<file path="src/rtl/pdm_decimator.sv">
// pdm_decimator: PDM microphone front end. Generates the PDM bit clock,
// counts ones over a power-of-two window, scales the count to a signed
// PCM word and queues it in a 2-entry FIFO for a valid/ready consumer.
//
// Ports:
//   clock_i     system clock, rising edge
//   reset_i     synchronous active-low reset
//   enable_i    run enable; low stops the bit clock and drops any partial window
//   pdm_clk_o   PDM bit clock to the microphone
//   pdm_data_i  PDM bit stream (already synchronised)
//   sample_o    signed PCM sample at the FIFO head
//   valid_o     sample_o is valid
//   ready_i     consumer takes sample_o when valid_o is also high
//   overflow_o  sticky: a sample was dropped because the FIFO was full
module pdm_decimator #(
    parameter int WORD_LENGTH        = 16,
    parameter int SYSTEM_FREQUENCY   = 100,
    parameter int SAMPLING_FREQUENCY = 10,
    parameter int DECIMATION         = 64
) (
    input  logic                   clock_i,
    input  logic                   reset_i,
    input  logic                   enable_i,
    output logic                   pdm_clk_o,
    input  logic                   pdm_data_i,
    output logic [WORD_LENGTH-1:0] sample_o,
    output logic                   valid_o,
    input  logic                   ready_i,
    output logic                   overflow_o
);

    localparam int HALF   = SYSTEM_FREQUENCY / (2 * SAMPLING_FREQUENCY);
    localparam int DIV_W  = (HALF > 1) ? $clog2(HALF) : 1;
    localparam int LOG_D  = $clog2(DECIMATION);
    localparam int SHIFT  = WORD_LENGTH - 1 - LOG_D;
    localparam int CALC_W = WORD_LENGTH + 2;

    localparam logic [DIV_W-1:0] DIV_LAST = DIV_W'(HALF - 1);
    localparam logic [LOG_D-1:0] BIT_LAST = LOG_D'(DECIMATION - 1);
    localparam logic [LOG_D:0] ONES_FULL = (LOG_D + 1)'(DECIMATION);
    localparam logic [WORD_LENGTH-1:0] MAX_POS =
        {1'b0, {(WORD_LENGTH - 1){1'b1}}};

    // ------------------------------------------------------------------
    // Bit clock divider
    // ------------------------------------------------------------------
    logic [DIV_W-1:0] div;
    logic             tick;
    logic             capture;

    assign tick    = enable_i && (div == DIV_LAST);
    // Sample the mic on the edge that ends the high phase.
    assign capture = tick && pdm_clk_o;

    always_ff @(posedge clock_i) begin
        if (!reset_i) begin
            div       <= '0;
            pdm_clk_o <= 1'b0;
        end else if (!enable_i) begin
            div       <= '0;
            pdm_clk_o <= 1'b0;
        end else if (tick) begin
            div       <= '0;
            pdm_clk_o <= ~pdm_clk_o;
        end else begin
            div <= div + DIV_W'(1);
        end
    end

    // ------------------------------------------------------------------
    // Window accumulation and scaling
    // ------------------------------------------------------------------
    logic [LOG_D-1:0]       bit_cnt;
    logic [LOG_D:0]         ones;
    logic [LOG_D:0]         ones_next;
    logic                   close;
    logic [CALC_W-1:0]      ones_ext;
    logic [CALC_W-1:0]      diff;
    logic [CALC_W-1:0]      scaled;
    logic [WORD_LENGTH-1:0] word;
    logic                   pend;
    logic [WORD_LENGTH-1:0] pend_data;

    assign ones_next = ones + {{LOG_D{1'b0}}, pdm_data_i};
    assign close     = capture && (bit_cnt == BIT_LAST);

    // (2*ones - D) << SHIFT done modulo 2^CALC_W; the low bits are the
    // exact two's complement result except for the all-ones window,
    // which would reach +2^(W-1) and is clamped instead.
    always_comb begin
        ones_ext = CALC_W'(ones_next);
        diff     = (ones_ext << 1) - CALC_W'(DECIMATION);
        scaled   = diff << SHIFT;
        if (ones_next == ONES_FULL) begin
            word = MAX_POS;
        end else begin
            word = scaled[WORD_LENGTH-1:0];
        end
    end

    always_ff @(posedge clock_i) begin
        if (!reset_i) begin
            bit_cnt   <= '0;
            ones      <= '0;
            pend      <= 1'b0;
            pend_data <= '0;
        end else begin
            pend <= close;
            if (close) begin
                pend_data <= word;
            end
            if (!enable_i) begin
                bit_cnt <= '0;
                ones    <= '0;
            end else if (capture) begin
                if (close) begin
                    bit_cnt <= '0;
                    ones    <= '0;
                end else begin
                    bit_cnt <= bit_cnt + LOG_D'(1);
                    ones    <= ones_next;
                end
            end
        end
    end

    // ------------------------------------------------------------------
    // 2-entry output FIFO; outputs are registered copies of the head
    // ------------------------------------------------------------------
    logic [1:0][WORD_LENGTH-1:0] mem;
    logic [1:0][WORD_LENGTH-1:0] mem_n;
    logic                        rd_ptr;
    logic                        rd_n;
    logic                        wr_ptr;
    logic                        wr_n;
    logic [1:0]                  count;
    logic [1:0]                  count_n;
    logic                        pop;
    logic                        drop;

    assign pop = valid_o && ready_i;

    // Pop is applied before push so a full FIFO that is being read
    // this cycle still accepts the new sample.
    always_comb begin
        mem_n   = mem;
        rd_n    = rd_ptr;
        wr_n    = wr_ptr;
        count_n = count;
        drop    = 1'b0;
        if (pop) begin
            rd_n    = ~rd_ptr;
            count_n = count - 2'd1;
        end
        if (pend) begin
            if (count_n == 2'd2) begin
                drop = 1'b1;
            end else begin
                mem_n[wr_ptr] = pend_data;
                wr_n          = ~wr_ptr;
                count_n       = count_n + 2'd1;
            end
        end
    end

    always_ff @(posedge clock_i) begin
        if (!reset_i) begin
            mem        <= '0;
            rd_ptr     <= 1'b0;
            wr_ptr     <= 1'b0;
            count      <= 2'd0;
            valid_o    <= 1'b0;
            sample_o   <= '0;
            overflow_o <= 1'b0;
        end else begin
            mem        <= mem_n;
            rd_ptr     <= rd_n;
            wr_ptr     <= wr_n;
            count      <= count_n;
            valid_o    <= (count_n != 2'd0);
            overflow_o <= overflow_o | drop;
            if (count_n != 2'd0) begin
                sample_o <= mem_n[rd_n];
            end
        end
    end

endmodule

</file>
<file path="config.mk">
export PLATFORM = sky130hd
export DESIGN_NAME = pdm_decimator
export DESIGN_NICKNAME = d
export VERILOG_FILES = /design/src/rtl/pdm_decimator.sv
export SDC_FILE = /design/constraint.sdc
export NUM_CORES = 1
export LEC_CHECK = 0
export ABC_AREA = 1
export CAP_MARGIN = 20
export CORE_MARGIN = 3
export CORE_UTILIZATION = 35
export CTS_BUF_LIST = sky130_fd_sc_hd__clkbuf_8
export DETAILED_ROUTE_END_ITERATION = 12
export PLACE_DENSITY_LB_ADDON = 0.1
export REMOVE_ABC_BUFFERS = 1
export SYNTH_ARGS = -nofsm -noshare
export SYNTH_HDL_FRONTEND = slang
export SYNTH_SLANG_ARGS = --single-unit
export TNS_END_PERCENT = 100
</file>
<file path="constraint.sdc">
create_clock -name clock_i -period 2.2 [get_ports clock_i]
set_clock_uncertainty 0.2 [all_clocks]
set_input_delay 0.22 -clock clock_i [delete_from_list [all_inputs] [get_ports clock_i]]
set_output_delay 0.22 -clock clock_i [all_outputs]
set_load 0.05 [all_outputs]
</file>
==> impl_metrics.csv, run 1 <==
group,metric,value,unit
route,first_pass_iters,5,
cts,clock_sinks,79,
worst_setup_path,start_kind,"register",
logic_synthesis,synth-main-ff-cell,"dfxtp_1",
worst_setup_path,worstPathCellList,"nand2_2, nor2_4, nand2_2, nand2_4, inv_2, ha_4, buf_6, nor2_8, nand2_8, buf_6, o211ai_1, nand2_1, nor2_2, nor2_1",
cts,holdBufCountCts,0,
status,status,"complete, no violations",
cts,clock_path_buffers,2,
worst_setup_path,cp_slowest_stage_delay,0.36,ns
placement,dp_cells,702,
logic_synthesis,yosys_warnings,0,
logic_synthesis,ys_seq_area_frac,0.426,
sta,finalSetupViolCount,0,
worst_setup_path,cp_slowest_cell,"dfxtp_2",
floorplanning,io_pins,24,
worst_setup_path,arrival,2.13,ns
final_layout,n_antenna_cell,0,
final_layout,drive_gt1_frac,0.160,
cts,tritoncts,"yes",
power_and_ir_drop,p_per_area,802,nW/um^2
power_and_ir_drop,p_comb_frac,0.214,
power_and_ir_drop,power.share.clock,0.380,
placement,hpwlAfterDp,5.89,mm
min_path,worst_hold_path_type,"register to register",
placement,gp_congestion,0.781,
floorplanning,chipHeight,109,um
cts,root_buffer,"clkbuf_8",
worst_setup_path,end_kind,"register",
floorplanning,dieArea,11900,um^2
power_and_ir_drop,swShare,0.289,
cts,cts_buffers,9,
flow_run,maxCapViolations,0,
route,route.detailed.drc,0,
placement,preCtsSetupSlack,-0.376,ns
sta,hold_viol_final,0,
sta,layout_setup_ws,0.131,ns
power_and_ir_drop,seq_power_share,0.406,
global_route,grt_pass1_wl,14.5,mm
cts,cts-htree-levels,3,
placement,numPortBuffers,23,
sta,worst_pin_slew,0.519,ns
sta,max_clock_freq,483,MHz
power_and_ir_drop,finalPower,0.00380,W
logic_synthesis,ys_async_sr_fraction,0,
route,ant_nets,0,
placement,place_area,4400,um^2
logic_synthesis,syn_area,3710,um^2
floorplanning,die_x,109,um
cts,worstSkewPairLatency,0.36,ns
sta,relSlewSlack,0.653,
power_and_ir_drop,p_int,0.00270,W
worst_setup_path,cp_max_fo,9,
global_route,grtUsageTotal,0.156,
route,vias,3250,
floorplanning,start_util,0.370,
sta,period_needed,2.07,ns
sta,setup_tns,0,ns
power_and_ir_drop,vdd_drop_max,354,uV
global_route,grt_pass1_vias,3064,
cts,clk_pin_slew,0.08,ns
logic_synthesis,synth_cell_type_count,35,
power_and_ir_drop,p_leak,2.10,nW
sta,rsz0062_at_grt,"true",
global_route,antenna_found_initial,0,
final_layout,area.growth.synth_to_final,27.6,%
global_route,grt_overflow,0,
final_layout,finalNetCount,593,
logic_synthesis,syn_avg_cell_area,7.13,um^2
global_route,grt_max_degree,23,
route,wire_per_inst,11.7,um
worst_setup_path,reg2reg_slack,0.13,ns
route,drt_wl_total,8.42,mm
logic_synthesis,synth_edf_count,0,
logic_synthesis,synth_cells,521,
worst_setup_path,crit_required,2.26,ns
final_layout,final_area,4740,um^2
worst_setup_path,path_class,"register to register",
logic_synthesis,synth-seq-cells,79,
sta,post-route-period-util,0.941,
floorplanning,core_area,10000,um^2
sta,slew_violations,0,
floorplanning,std_cell_rows,36,
final_layout,fillCellCount,999,
power_and_ir_drop,switching_power,0.00110,W
final_layout,instances_no_fill,719,
route,vias_per_cell,4.52,
route,drt-initial-drc-count,138,
registers in the layout, summed over array words and instances, names as in the netlist:
signal and cells:
sample_o 16, pdm_clk_o 1, pend 1, bit_cnt 6, valid_o 1, mem 32, rd_ptr 1, pend_data 7
overflow_o 1, count 2, ones 7, wr_ptr 1, div 3
metal layers:
layer	vias to the layer above	track usage	wire length [um]
met5	-	0	0
met4	0	0.0550	86
met3	7	0.0385	299
met2	43	0.250	3790
met1	1470	0.204	4250
li1	1730	-	-
Yosys cell counts (5+ instances only):
cell type / instances / area (um^2)
a21oi_1: 15 / 75.1
buf_2: 5 / 25.0
clkbuf_1: 6 / 22.5
dfxtp_1: 79 / 1580
ha_1: 7 / 87.6
inv_1: 93 / 349
nand2_1: 102 / 383
nand3_1: 31 / 155
nor2_1: 87 / 327
o211ai_1: 12 / 90.1
o21ai_0: 32 / 160
o21ai_2: 12 / 105
power by group through the flow:
stage	clock, W	combinational [W]	sequential, W
after CTS	0.00148	0.000810	0.00154
final	0.00144	0.000812	0.00154
after global routing	0.00156	0.000883	0.00155
after floorplan	0	0.000267	0.00180
after detailed placement	0	0.000806	0.00158
after global placement	0	0.000804	0.00158
critical path, delay by kind of cell (launching register included):
kind                     cells  cell delay [ns]
AO/OA/AOI/OAI                1             0.15
flip-flops                   1             0.36
adder cells (fa/ha/maj)      1             0.15
buffers and inverters        3             0.31
AND/OR/NAND/NOR              9             0.81
cell type report:
| class | count | area [um^2] | share of cell area |
|---|---|---|---|
| Clock buffer | 10 | 138 | 0.0290 |
| Clock inverter | 6 | 133 | 0.0280 |
| Inverter | 97 | 379 | 0.0800 |
| Multi-Input combinational cell | 329 | 1690 | 0.356 |
| Sequential cell | 79 | 1580 | 0.334 |
| Tap cell | 133 | 166 | 0.0351 |
| Timing Repair Buffer | 65 | 651 | 0.137 |
through the flow:
step,hold slack [ns],utilization
6_report,0.269,0.472
5_1_grt,0.303,0.472
4_1_cts,0.271,0.465
3_5_place_dp,0.252,0.438
3_3_place_gp,0.231,0.438
2_1_floorplan,0.141,-
cell usage in the layout, fill, tap and decap left out, types with 2 or more instances in the layout:
cell,n
a21oi_1,15
buf_12,7
buf_4,31
buf_6,4
bufinv_16,4
clkbuf_8,10
clkdlybuf4s50_1,22
dfxtp_1,77
dfxtp_2,2
ha_1,6
inv_1,93
inv_2,2
nand2_1,101
nand2_2,3
nand2_4,2
nand2_8,2
nand3_1,31
nor2_1,85
nor2_2,4
nor2_4,3
nor3_1,4
o211ai_1,12
o21ai_0,28
o21ai_1,6
o21ai_2,12
o21bai_1,2
o22ai_1,4
xnor2_1,2
cell families after synthesis:
logic type	count (synthesis)	synth area share
AO/OA/AOI/OAI	80	0.131
XOR/XNOR	4	0.0135
adder cells (fa/ha/maj)	7	0.0236
buffers and inverters	113	0.127
flip-flops	79	0.426
AND/OR/NAND/NOR	238	0.278
what timing repair did:
action / CTS / global route
endpoints found under the setup margin: 3 / 31
setup buffers: 0 / 1
resized for setup: 1 / 19
gates cloned: 0 / 0
pin swaps: 1 / 10
worst paths after layout:
| path | to | from | depth (start not counted) |
|---|---|---|---|
| max reg2reg | sample_o[14] | valid_o | 14 |
| max | sample_o[14] | valid_o | 14 |
| min reg2reg | div[0] | div[0] | 1 |
| min | div[0] | div[0] | 1 |
(Power assumes the default switching activity.)
==> inputs of run 2 (changes only) <==
Settings changed: CELL_PAD_IN_SITES_DETAIL_PLACEMENT set to 2, CELL_PAD_IN_SITES_GLOBAL_PLACEMENT set to 2, PLACE_DENSITY set to 0.88, PLACE_DENSITY_LB_ADDON 0.1 to not set.
==> run 2 against run 1 <==
Compared with the run above: the run now ends with negative setup slack left; global-route usage up 15 points; non-clock buffer count up 12; die area unchanged; sequential share of layout area down 2.5 points; sequential power about the same; first-iteration DRC count up 140%; critical path type unchanged; worst setup slack worse by 0.39 ns; register-to-register slack worse by 0.39 ns.
==> impl_metrics.csv, run 2 (same netlist as run 1, synthesis figures left out) <==
group,metric,value,unit
sta,finalSetupViolCount,30,
final_layout,reg_top3,"mem x32, sample_o x16",
global_route,antenna_found_initial,0,
floorplanning,core_area,10000,um^2
cts,cts-htree-levels,3,
global_route,grtUsageTotal,0.310,
cts,cts_buffers,9,
placement,numPortBuffers,23,
power_and_ir_drop,p_leak,2.20,nW
sta,rsz0062_at_grt,"true",
global_route,grt_pass1_wl,26.7,mm
placement,preCtsSetupSlack,-0.665,ns
sta,post-route-period-util,1.12,
power_and_ir_drop,power.share.clock,0.316,
final_layout,final_cell_mix,"nand2_1, inv_1, dfxtp_1",
final_layout,final_area,5130,um^2
sta,worst_pin_slew,0.846,ns
final_layout,area.growth.synth_to_final,38.2,%
worst_setup_path,crit_required,2.29,ns
worst_setup_path,path_class,"register to register",
sta,relSlewSlack,0.435,
sta,period_needed,2.46,ns
placement,gp_congestion,0.769,
route,wire_per_inst,29.6,um
route,first_pass_iters,5,
route,vias_per_cell,5.63,
route,drt_wl_total,21.7,mm
power_and_ir_drop,p_per_area,756,nW/um^2
sta,max_clock_freq,406,MHz
floorplanning,io_pins,24,
route,ant_nets,0,
cts,tritoncts,"yes",
power_and_ir_drop,switching_power,0.00146,W
floorplanning,start_util,0.370,
worst_setup_path,cp_num_buf_inv,3,
power_and_ir_drop,swShare,0.376,
cts,clock_path_buffers,2,
final_layout,finalNetCount,608,
final_layout,final_common_cell,"nand2_1",
final_layout,n_antenna_cell,0,
power_and_ir_drop,p_comb_frac,0.280,
sta,slew_violations,0,
floorplanning,std_cell_rows,36,
floorplanning,die_x,109,um
cts,root_buffer,"clkbuf_8",
route,drt-initial-drc-count,325,
global_route,grt_overflow,0,
route,route.detailed.drc,0,
sta,layout_setup_ws,-0.264,ns
worst_setup_path,critPathTopFamily,"simple AND/OR/NAND/NOR gates",
worst_setup_path,cp_max_fo,5,
status,status,"finished with violations",
cts,clk_pin_slew,0.10,ns
sta,holdWs,0.304,ns
route,vias,4135,
worst_setup_path,cp_slowest_stage_delay,0.36,ns
floorplanning,chipHeight,109,um
global_route,grt_pass1_vias,4445,
flow_run,maxCapViolations,0,
sta,hold_viol_final,0,
power_and_ir_drop,p_int,0.00242,W
placement,hpwlAfterDp,9.17,mm
cts,worstSkewPairLatency,0.41,ns
power_and_ir_drop,seq_power_share,0.404,
worst_setup_path,start_kind,"register",
floorplanning,dieArea,11900,um^2
power_and_ir_drop,vdd_drop_max,509,uV
cts,clock_sinks,79,
final_layout,top_register,"mem",
final_layout,largest_register_ff_count,32,
min_path,worst_hold_path_type,"register to register",
status,violations,"negative setup slack",
global_route,grt_max_degree,23,
worst_setup_path,end_kind,"register",
placement,dp_cells,699,
placement,place_area,4380,um^2
final_layout,instances_no_fill,734,
final_layout,drive_gt1_frac,0.258,
worst_setup_path,cp_slowest_cell,"dfxtp_2",
worst_setup_path,worstPathCellList,"nand2_2, nor2_4, nand2_2, nand2_4, inv_4, ha_4, buf_6, nor2_8, nand2_8, buf_6, o211ai_1, nand2_1, nor2_2, nor2_2",
worst_setup_path,arrival,2.55,ns
==> run 2: power by group through the flow <==
stage | combinational (W) | sequential (W) | clock, W
finish | 0.00108 | 0.00157 | 0.00123
global placement | 0.000811 | 0.00157 | 0
floorplan | 0.000267 | 0.00180 | 0
detailed placement | 0.000861 | 0.00158 | 0
CTS | 0.000912 | 0.00155 | 0.00113
global route | 0.00112 | 0.00157 | 0.00128
==> run 2: worst reg2reg max path: stages, from the launching register on <==
cell      delay, ns
dfxtp_2        0.36
nand2_2        0.08
nor2_4         0.11
nand2_2        0.09
nand2_4        0.09
inv_4          0.04
ha_4           0.16
buf_6          0.13
nor2_8         0.16
nand2_8        0.10
buf_6          0.15
o211ai_1       0.30
nand2_1        0.15
nor2_2         0.14
nor2_2         0.08
==> run 2: final cells by class <==
cell class              count  area (um^2)
clock inverters             6         52.6
flip-flops and latches     79         1590
repair buffers             77          846
fillers                  1100         4920
inverters                  97          382
well taps                 133          166
multi-input cells         332         1960
clock buffers              10          138
==> run 2: final timing paths <==
path	startpoint	endpoint	slack, ns	cells past startpoint
max	valid_o	sample_o[11]	-0.26	14
min	ones[0]	ones[0]	0.30	2
max reg2reg	valid_o	sample_o[11]	-0.26	14
min reg2reg	ones[0]	ones[0]	0.30	2
==> run 2: timing repair <==
item / in CTS / in global routing
hold buffers: 0 / 0
setup buffers: 6 / 7
endpoints found under the hold margin: 0 / 0
endpoints found under the setup margin: 32 / 46
gates cloned: 1 / 5
gates resized for setup: 26 / 75
pin swaps: 16 / 25
==> run 2: through the flow <==
| step | setup TNS, ns | power, W | util |
|---|---|---|---|
| 2_1_floorplan | -12.62 | 0.00207 | - |
| 4_1_cts | -0.266 | 0.00359 | 0.471 |
| 3_5_place_dp | -20.45 | 0.00244 | 0.436 |
| 6_report | -3.96 | 0.00388 | 0.511 |
| 3_3_place_gp | -10.09 | 0.00238 | 0.436 |
| 5_1_grt | -7.64 | 0.00397 | 0.511 |
==> run 2: layer usage <==
layer | track usage | share of wire | vias to the layer above
met5 | 0 | 0 | -
met2 | 0.573 | 0.50 | 176
li1 | - | - | 1760
met1 | 0.328 | 0.38 | 2099
met3 | 0.0699 | 0.050 | 100
met4 | 0.151 | 0.070 | 0
